==> src/rtl/pipe_pkg.sv <==
// Shared definitions for the OpenMIPS inter-stage pipeline registers:
// stall encoding, stage-state codes and the EX/MEM payload layout.
package pipe_pkg;

    localparam logic STOP    = 1'b1;
    localparam logic NO_STOP = 1'b0;

    localparam logic [1:0] ST_RUN    = 2'd0;
    localparam logic [1:0] ST_BUBBLE = 2'd1;
    localparam logic [1:0] ST_HOLD   = 2'd2;
    localparam logic [1:0] ST_FLUSH  = 2'd3;

    localparam int EXMEM_W = 213;

    // Bit offsets (LSB) of each EX/MEM field inside the flat payload.
    localparam int OFS_CP0_DATA  = 0;
    localparam int OFS_CP0_WADDR = 32;
    localparam int OFS_CP0_WE    = 37;
    localparam int OFS_REG2      = 38;
    localparam int OFS_MEM_ADDR  = 70;
    localparam int OFS_ALUOP     = 102;
    localparam int OFS_WHILO     = 110;
    localparam int OFS_LO        = 111;
    localparam int OFS_HI        = 143;
    localparam int OFS_WDATA     = 175;
    localparam int OFS_WREG      = 207;
    localparam int OFS_WD        = 208;

    typedef struct packed {
        logic [4:0]  wd;
        logic        wreg;
        logic [31:0] wdata;
        logic [31:0] hi;
        logic [31:0] lo;
        logic        whilo;
        logic [7:0]  aluop;
        logic [31:0] mem_addr;
        logic [31:0] reg2;
        logic        cp0_we;
        logic [4:0]  cp0_waddr;
        logic [31:0] cp0_data;
    } exmem_t;

    localparam logic [EXMEM_W-1:0] EXMEM_NOP = '0;

    function automatic logic [EXMEM_W-1:0] exmem_pack(input exmem_t f);
        return f;
    endfunction

    function automatic exmem_t exmem_unpack(input logic [EXMEM_W-1:0] v);
        return exmem_t'(v);
    endfunction

endpackage

==> src/rtl/pipe_stage_reg_if.sv <==
// Bundle of stage-boundary signals between control, producer and consumer.
interface pipe_stage_reg_if #(
    parameter int DATA_W  = 213,
    parameter int CARRY_W = 66,
    parameter int STALL_W = 6,
    parameter int PERF_W  = 16
);
    logic [STALL_W-1:0] stall;
    logic               flush;
    logic               in_valid;
    logic [DATA_W-1:0]  in_payload;
    logic [CARRY_W-1:0] carry_i;
    logic               out_valid;
    logic [DATA_W-1:0]  out_payload;
    logic [CARRY_W-1:0] carry_o;
    logic [1:0]         stage_state;
    logic [PERF_W-1:0]  bubble_cnt;
    logic [PERF_W-1:0]  hold_cnt;

    modport master (
        output stall, flush, in_valid, in_payload, carry_i,
        input  out_valid, out_payload, carry_o, stage_state, bubble_cnt, hold_cnt
    );

    modport slave (
        input  stall, flush, in_valid, in_payload, carry_i,
        output out_valid, out_payload, carry_o, stage_state, bubble_cnt, hold_cnt
    );
endinterface

==> src/rtl/sat_counter.sv <==
// Saturating up-counter used for pipeline performance statistics.
module sat_counter #(
    parameter int W = 16
) (
    input  logic         clk,
    input  logic         rst,
    input  logic         inc,
    output logic [W-1:0] count
);
    // Count up on inc, stick at all-ones instead of wrapping.
    always_ff @(posedge clk or posedge rst) begin
        if (rst)
            count <= '0;
        else if (inc && (count != {W{1'b1}}))
            count <= count + 1'b1;
    end
endmodule

==> src/rtl/pipe_stage_reg.sv <==
// Inter-stage pipeline register with bubble/hold/flush control and a
// multi-cycle carry-state loop-back to the producing stage.
//
// state  | meaning
// RUN    | producer advances, payload and valid captured
// BUBBLE | producer stalled, consumer runs: insert NOP, loop carry back
// HOLD   | both stalled: keep payload, loop carry back
// FLUSH  | exception: kill contents and any multi-cycle state
module pipe_stage_reg
    import pipe_pkg::*;
#(
    parameter int DATA_W  = 213,
    parameter int CARRY_W = 66,
    parameter int STALL_W = 6,
    parameter int STAGE_IDX = 3,
    parameter logic [DATA_W-1:0] NOP_PAYLOAD = '0,
    parameter int PERF_W  = 16
) (
    input logic clk,
    input logic rst,
    pipe_stage_reg_if.slave bus
);
    generate
        if (STAGE_IDX < 0 || STAGE_IDX > STALL_W - 2) begin : g_bad_stage_idx
            $error("pipe_stage_reg: STAGE_IDX out of range 0..STALL_W-2");
        end
        if (CARRY_W < 1) begin : g_bad_carry_w
            $error("pipe_stage_reg: CARRY_W must be at least 1");
        end
    endgenerate

    logic s;
    logic n;
    logic bubble_inc;
    logic hold_inc;
    logic unused_stall;

    assign s = (bus.stall[STAGE_IDX] == STOP);
    assign n = (bus.stall[STAGE_IDX+1] == STOP);
    // Only the two bits around this boundary matter.
    assign unused_stall = ^bus.stall;

    assign bubble_inc = !bus.flush && s && !n;
    assign hold_inc   = !bus.flush && s && n;

    // Priority: flush, bubble, run, hold.
    always_ff @(posedge clk or posedge rst) begin
        if (rst) begin
            bus.out_valid   <= 1'b0;
            bus.out_payload <= NOP_PAYLOAD;
            bus.carry_o     <= '0;
            bus.stage_state <= ST_RUN;
        end else if (bus.flush) begin
            bus.out_valid   <= 1'b0;
            bus.out_payload <= NOP_PAYLOAD;
            bus.carry_o     <= '0;
            bus.stage_state <= ST_FLUSH;
        end else if (s && !n) begin
            bus.out_valid   <= 1'b0;
            bus.out_payload <= NOP_PAYLOAD;
            bus.carry_o     <= bus.carry_i;
            bus.stage_state <= ST_BUBBLE;
        end else if (!s) begin
            bus.out_valid   <= bus.in_valid;
            bus.out_payload <= bus.in_payload;
            bus.carry_o     <= '0;
            bus.stage_state <= ST_RUN;
        end else begin
            bus.carry_o     <= bus.carry_i;
            bus.stage_state <= ST_HOLD;
        end
    end

    sat_counter #(.W(PERF_W)) u_bubble_cnt (
        .clk   (clk),
        .rst   (rst),
        .inc   (bubble_inc),
        .count (bus.bubble_cnt)
    );

    sat_counter #(.W(PERF_W)) u_hold_cnt (
        .clk   (clk),
        .rst   (rst),
        .inc   (hold_inc),
        .count (bus.hold_cnt)
    );
endmodule

==> src/flat_wrapper.sv <==
// flat-port wrapper written by rule: the top's interface ports become plain ports
module pipe_stage_reg_flat import pipe_pkg::*;
#(
    parameter int DATA_W  = 213,
    parameter int CARRY_W = 66,
    parameter int STALL_W = 6,
    parameter int STAGE_IDX = 3,
    parameter logic [DATA_W-1:0] NOP_PAYLOAD = '0,
    parameter int PERF_W  = 16
)
  (clk, rst, bus_stall, bus_flush, bus_in_valid, bus_in_payload, bus_carry_i, bus_out_valid, bus_out_payload, bus_carry_o, bus_stage_state, bus_bubble_cnt, bus_hold_cnt);
  pipe_stage_reg_if #(.DATA_W(DATA_W), .CARRY_W(CARRY_W), .STALL_W(STALL_W), .PERF_W(PERF_W)) bus_i ();
  input logic clk;
  input logic rst;
  input wire logic [$bits(bus_i.stall)-1:0] bus_stall;
  input wire logic [$bits(bus_i.flush)-1:0] bus_flush;
  input wire logic [$bits(bus_i.in_valid)-1:0] bus_in_valid;
  input wire logic [$bits(bus_i.in_payload)-1:0] bus_in_payload;
  input wire logic [$bits(bus_i.carry_i)-1:0] bus_carry_i;
  output wire logic [$bits(bus_i.out_valid)-1:0] bus_out_valid;
  output wire logic [$bits(bus_i.out_payload)-1:0] bus_out_payload;
  output wire logic [$bits(bus_i.carry_o)-1:0] bus_carry_o;
  output wire logic [$bits(bus_i.stage_state)-1:0] bus_stage_state;
  output wire logic [$bits(bus_i.bubble_cnt)-1:0] bus_bubble_cnt;
  output wire logic [$bits(bus_i.hold_cnt)-1:0] bus_hold_cnt;
  assign bus_i.stall = bus_stall;
  assign bus_i.flush = bus_flush;
  assign bus_i.in_valid = bus_in_valid;
  assign bus_i.in_payload = bus_in_payload;
  assign bus_i.carry_i = bus_carry_i;
  assign bus_out_valid = bus_i.out_valid;
  assign bus_out_payload = bus_i.out_payload;
  assign bus_carry_o = bus_i.carry_o;
  assign bus_stage_state = bus_i.stage_state;
  assign bus_bubble_cnt = bus_i.bubble_cnt;
  assign bus_hold_cnt = bus_i.hold_cnt;
  pipe_stage_reg #(.DATA_W(DATA_W), .CARRY_W(CARRY_W), .STALL_W(STALL_W), .STAGE_IDX(STAGE_IDX), .NOP_PAYLOAD(NOP_PAYLOAD), .PERF_W(PERF_W)) u_core (.clk(clk), .rst(rst), .bus(bus_i));
endmodule
==> config.mk <==
export PLATFORM = sky130hd
export DESIGN_NAME = pipe_stage_reg_flat
export DESIGN_NICKNAME = d
export VERILOG_FILES = /design/src/rtl/pipe_pkg.sv /design/src/rtl/pipe_stage_reg_if.sv /design/src/rtl/sat_counter.sv /design/src/rtl/pipe_stage_reg.sv /design/src/flat_wrapper.sv
export SDC_FILE = /design/constraint.sdc
export NUM_CORES = 1
export LEC_CHECK = 0
export ABC_AREA = 0
export BUFFER_PORTS_ARGS = -buffer_cell sky130_fd_sc_hd__buf_2
export CAP_MARGIN = 25
export CORE_AREA = 3 3 236 238
export CTS_CLUSTER_SIZE = 28
export DETAILED_ROUTE_END_ITERATION = 10
export DIE_AREA = 0 0 239 241
export GPL_TIMING_DRIVEN = 0
export HOLD_SLACK_MARGIN = 0.12
export PLACE_DENSITY = 0.52
export SLEW_MARGIN = 20
export SYNTH_ARGS = -nofsm -noshare
export SYNTH_HDL_FRONTEND = slang
export SYNTH_SLANG_ARGS = --single-unit
==> constraint.sdc <==
create_clock -name clk -period 35.4 [get_ports clk]
set_clock_uncertainty 0.15 [all_clocks]
set_input_delay 10.62 -clock clk [delete_from_list [all_inputs] [get_ports clk]]
set_output_delay 10.62 -clock clk [all_outputs]
set_load 0.01 [all_outputs]
==> metrics, run 1 <==
sequential share of the synthesized area 70.1%; H-tree depth 2; first-pass GRT wire length 55,300 um; Slew HR 56.7%; core area 53,800 sq um; Worst EP required 35.69 ns; Hold Path End u_core.u_hold_cnt.count[15]; vias in the first global route 9,183; worst r2r src u_core.u_hold_cnt.count[12]; Ports 603; Achievable Freq 81.8 MHz; initial antenna violation count 4; Reg2Reg Setup Slack 33.38 ns; Final WS setup 23.17 ns; CP Capture Type flip-flop; GR Layer Usage met1 15.0%; Buffers & Inverters on Critical Path 3; antenna violation net count after detailed routing 0; number of synthesized register bits 314; post_cts resized 0; Remaining DRCs 0; largest net degree at the start of global routing 104; via count 8,938; Setup TNS Final 0 ns; design area 16,400 sq um; Initial Util 20.8%; Reg clk slew, reported paths 0.06 ns; worst-path cell chain buf_2 > nor2_2 > clkbuf_1 > clkbuf_1 > a22o_1; Slowest-stage cell, CP clkbuf_1; top-count cell post-synth dfrtp_1; GRT Total Usage 12.2%; CP dominant cell by count clkbuf_1; post-synth cell types 37; PortBufs 597; Max Buffers Root-to-Sink 3; Final min period 12.23 ns; register area 7860 sq um; final worst-path cycle share 34.5%; Yosys top cell by area dfrtp_1; Die Y-Extent 241 um; 1st-iter DRT viols 363; ys async rst share 100%; Final Hold Violating Endpoints 0; RSZ-0062 raised after global routing false; min-delay worst type flip-flop to flip-flop; net count after synthesis 1,058; NumNets Final 1,698; max cap viols 0; Non-Filler Instances 2,128; pwr dens 52.8 nW/um^2; delay of the slowest critical-path stage 0.57 ns; Critical Path AT 12.52 ns; VDD IR max 0.0000241 V; DP Area 15,200 sq um; Least-Margin Pin Slew 0.650 ns; WS Path Type primary input to flip-flop; GRT busiest layer met2; Post-synth EDFFs 0; Die Area 57,600 sq um; Post-CTS Setup Bufs 0; die width 239 um; outcome complete, no violations; Gate Count Post-Synth 767; CTS tree built; Slew Limit Fails 0; Setup violations, final 0; top cells by area, synth dfrtp_1, a22o_1, and2_1; M2 GR Usage 20.5%; Hold Path Depth 1; CTS Root Cell clkbuf_16; Filler Cell Count 5,571; Top FF cell, synth dfrtp_1; top cell type's share of synthesized area 70.1%; layout cells sized above 1 47.7%; row cnt 85; hold_sp u_core.u_hold_cnt.count[15]; Clock Latency Late Sink 0.52 ns; yosys synthesis warning count 0; Post-CTS Hold Fix Bufs 0; top cells by count, synth dfrtp_1, a22o_1, and2_1; cell area after synthesis 11,200 sq um; Final HPWL DP 28,900 um; Placed Cells 2,064; area grow syn2layout 46.1%; vias per inst 4.20; GR Layer Usage met3 3.91%; final WL 37,900 um; clock sinks 314; FF-to-FF End u_core.u_hold_cnt.count[1]; WL/cell 17.8 um; post-place setup slack 22.61 ns; clock buffer count from CTS 37; leakage 9.09 nW; Worst R2R Path Depth 4; Initial DRT Pass Iterations 6; Crit Path Max Fanout 10; gr ovfl total 0; GP Congestion 0.765; footprint of the multi-input gates 3130 sq um; Largest delay share family, worst path buffers and inverters; Core Util, Final 30.4%; Post-Syn Area per Cell 14.6 sq um; Startpoint Class primary input
## metrics by stage
step                      hold slack [ns]  power [W]
after floorplan                     0.372   0.000440
after global routing                0.360   0.000906
after detailed placement            0.336   0.000494
final                               0.347   0.000865
after global placement              0.333   0.000491
after CTS                           0.349   0.000881
## cells by family (layout without fill, tap and decap cells)
family / after synthesis / count (layout) / synth area share, %
DFF: 314 / 314 / 70.1
AOI/OAI and AO/OA: 218 / 218 / 17.0
other: 0 / 1 / 0
adders and majority gates: 2 / 2 / 0.223
and+or+nand+nor: 143 / 143 / 8.03
xor gates and xnor gates: 28 / 28 / 2.19
muxes: 4 / 4 / 0.435
buffers and inverters: 58 / 722 / 2.09
## flip-flops by register name, indices dropped and copies added (netlist names)
register	flops
u_core.bus.stage_state	2
u_core.u_hold_cnt.count	16
u_core.u_bubble_cnt.count	16
u_core.bus.carry_o	66
u_core.bus.out_valid	1
u_core.bus.out_payload	213
## metal layers
metal / part of all wire (%) / vias up
met2: 49 / 343
met1: 41 / 4416
li1: - / 4112
met3: 8.0 / 65
met4: 2.8 / 2
met5: 0.018 / -
## worst register-to-register path: cells and delay by family, from the launching register on
kind / cells / cell delay (ns)
flip-flops: 1 / 0.47
multiplexers: 1 / 0.33
AND/OR/NAND/NOR: 3 / 0.96
## cell type report
cell class                 count  share of cell area (%)
sequential                   314                    48.0
multi-input combinational    395                    19.1
timing repair buffer         601                    18.8
clock buffer                  51                    6.46
tap                          696                    5.31
buffer                        56                    1.38
clock inverter                12                   0.886
inverter                       2                  0.0916
antenna                        1                  0.0153
## cell usage in the layout, fill, tap and decap left out, drive strengths merged
cell and count:
nor4b 2, nor4 9, nand2b 2, nor3 15
bufinv 3, nor2b 1, xnor2 3, or3 4
o311a 1, nand4 12, xor2 25, and3b 1
and2 66, clkinvlp 1, o21ai 1, a22o 214
diode 1, and3 1, nand3 5, buf 626
ha 2, clkbuf 82, dfrtp 314, mux2 4
nor3b 1, a21o 2, inv 3, nand2 15
nor2 6, and4 2, clkinv 7, and2b 1
## worst max path at each step
| stage | from | endpoint | slack [ns] | cells after the start |
|---|---|---|---|---|
| after CTS | bus_flush | u_core.bus.out_payload[64] | 23.15 | 5 |
| after floorplan | rst | u_core.bus.carry_o[0] | 15.94 | 1 |
| after global placement | rst | u_core.bus.carry_o[0] | 12.37 | 2 |
| after detailed placement | bus_flush | u_core.bus.out_payload[175] | 22.61 | 6 |
| after global routing | bus_flush | u_core.bus.out_payload[175] | 23.04 | 6 |
| final | bus_flush | u_core.bus.out_payload[64] | 23.17 | 5 |
## where the power goes
part / total [W] / internal [W] / switching, W
registers: 0.000394 / 0.000379 / 0.0000147
clock network: 0.000379 / 0.000230 / 0.000148
logic: 0.0000921 / 0.0000415 / 0.0000506
No activity file was read; power rests on OpenSTA's default activity.
==> inputs of run 2 (changes only) <==
Clock period 35.4 ns to 12.4 ns, I/O delays scaled along.
==> metrics, run 2 (synthesized netlist as in run 1, its figures left out) <==
outcome complete, no violations; Post-CTS Hold Fix Bufs 0; Remaining DRCs 0; first-pass GRT wire length 58,700 um; clock sinks 314; leakage 9.12 nW; Initial DRT Pass Iterations 4; Max Buffers Root-to-Sink 3; Final Hold Violating Endpoints 0; most common cell after layout, fill and taps aside buf_2; Clock Latency Late Sink 0.52 ns; initial antenna violation count 10; Slew HR 40.4%; Critical Path AT 5.76 ns; max reg flops 213; Achievable Freq 183 MHz; Reg clk slew, reported paths 0.06 ns; Slowest-stage cell, CP clkbuf_1; clock buffer count from CTS 36; GRT Total Usage 13.1%; worst-path cell chain buf_2 > nor2_1 > buf_6 > clkbuf_1 > clkbuf_1 > a22o_1; Crit Path Max Fanout 10; CTS tree built; gr ovfl total 0; delay of the slowest critical-path stage 0.56 ns; Filler Cell Count 5,603; core area 53,800 sq um; CP Capture Type flip-flop; CP dominant cell by count clkbuf_1; Least-Margin Pin Slew 0.894 ns; final worst-path cycle share 44.1%; Final HPWL DP 31,200 um; via count 9,042; die width 239 um; PortBufs 597; vias per inst 4.23; Die Y-Extent 241 um; H-tree depth 2; VDD IR max 0.000101 V; Slew Limit Fails 0; DP Area 15,300 sq um; Buffers & Inverters on Critical Path 4; WL/cell 18.7 um; Largest regs u_core.bus.out_payload x213, u_core.bus.carry_o x66; design area 16,500 sq um; register area 7860 sq um; NumNets Final 1,705; most frequent cells in the layout buf_2, dfrtp_1, a22o_1, and2_1, clkbuf_1; Setup violations, final 0; max cap viols 0; Final min period 5.47 ns; RSZ-0062 raised after global routing false; GP Congestion 0.783; Biggest register u_core.bus.out_payload; Post-CTS Setup Bufs 0; footprint of the multi-input gates 3120 sq um; antenna violation net count after detailed routing 0; post_cts resized 0; WS Path Type primary input to flip-flop; Largest delay share family, worst path buffers and inverters; Startpoint Class primary input; pwr dens 147 nW/um^2; area grow syn2layout 46.8%; layout cells sized above 1 47.7%; vias in the first global route 9,485; Setup TNS Final 0 ns; largest net degree at the start of global routing 35; 1st-iter DRT viols 279; min-delay worst type flip-flop to flip-flop; Initial Util 20.8%; row cnt 85; Worst EP required 12.70 ns; Die Area 57,600 sq um; CTS Root Cell clkbuf_16; Ports 603; final WL 40,000 um
==> run 2: changes by cell type in the layout (fill, tap and decap cells not counted), sizes merged <==
cell    delta
clkinv     +1
diode      +4
buf        +8
bufinv     -1
inv        -2
==> run 2: final cells by class <==
type | instances | share of cell area (%)
sequential | 314 | 47.7
timing repair buffer | 609 | 19.6
multi-input combinational | 395 | 19.0
clock buffer | 51 | 6.25
tap | 696 | 5.29
buffer | 56 | 1.38
clock inverter | 10 | 0.608
antenna | 5 | 0.0760
inverter | 2 | 0.0684
==> run 2: metrics by stage <==
step | hold slack (ns) | total power [W] | utilization, % | instances | worst slack (ns)
floorplan | 0.372 | 0.00126 | - | 767 | 4.35
global placement | 0.333 | 0.00140 | 28.0 | 2060 | 2.41
detailed placement | 0.334 | 0.00142 | 28.5 | 2072 | 6.29
CTS | 0.352 | 0.00247 | 30.6 | 2133 | 6.86
global route | 0.361 | 0.00254 | 30.6 | 2134 | 6.74
finish | 0.346 | 0.00243 | 30.6 | 2138 | 6.93
==> run 2: layer usage <==
layer,part of all wire (%),track usage [%],routed length (um)
met1,40,16.0,16100
met2,48,21.8,19400
met3,8.4,4.59,3370
met4,2.8,4.25,1130
met5,0.17,0,69
==> run 2: worst paths after layout <==
path | cells after the start | slack (ns) | start | endpoint
max in group asynchronous | 8 | 7.59 | rst | u_core.bus.carry_o[59]
min | 1 | 0.35 | u_core.bus.out_payload[37] | u_core.bus.out_payload[37]
min in group asynchronous | 2 | 2.95 | rst | u_core.bus.out_payload[156]
max reg2reg | 5 | 10.39 | u_core.u_hold_cnt.count[0] | u_core.u_hold_cnt.count[1]
min reg2reg | 1 | 0.35 | u_core.bus.out_payload[37] | u_core.bus.out_payload[37]
max | 6 | 6.93 | bus_flush | u_core.bus.out_payload[26]
==> run 2: where the power goes <==
part           switching [W]  leakage, nW  internal (W)
Combinational       0.000146         4.36      0.000123
Clock               0.000417        0.562      0.000617
Sequential         0.0000428         4.20       0.00108
Total               0.000606         9.12       0.00182
==> run 2: worst reg2reg max path, delay by kind of cell, from the launching register on <==
family / cells / cell delay, ns
adders and majority gates: 1 / 0.23
DFF: 1 / 0.40
muxes: 1 / 0.33
and+or+nand+nor: 3 / 0.78
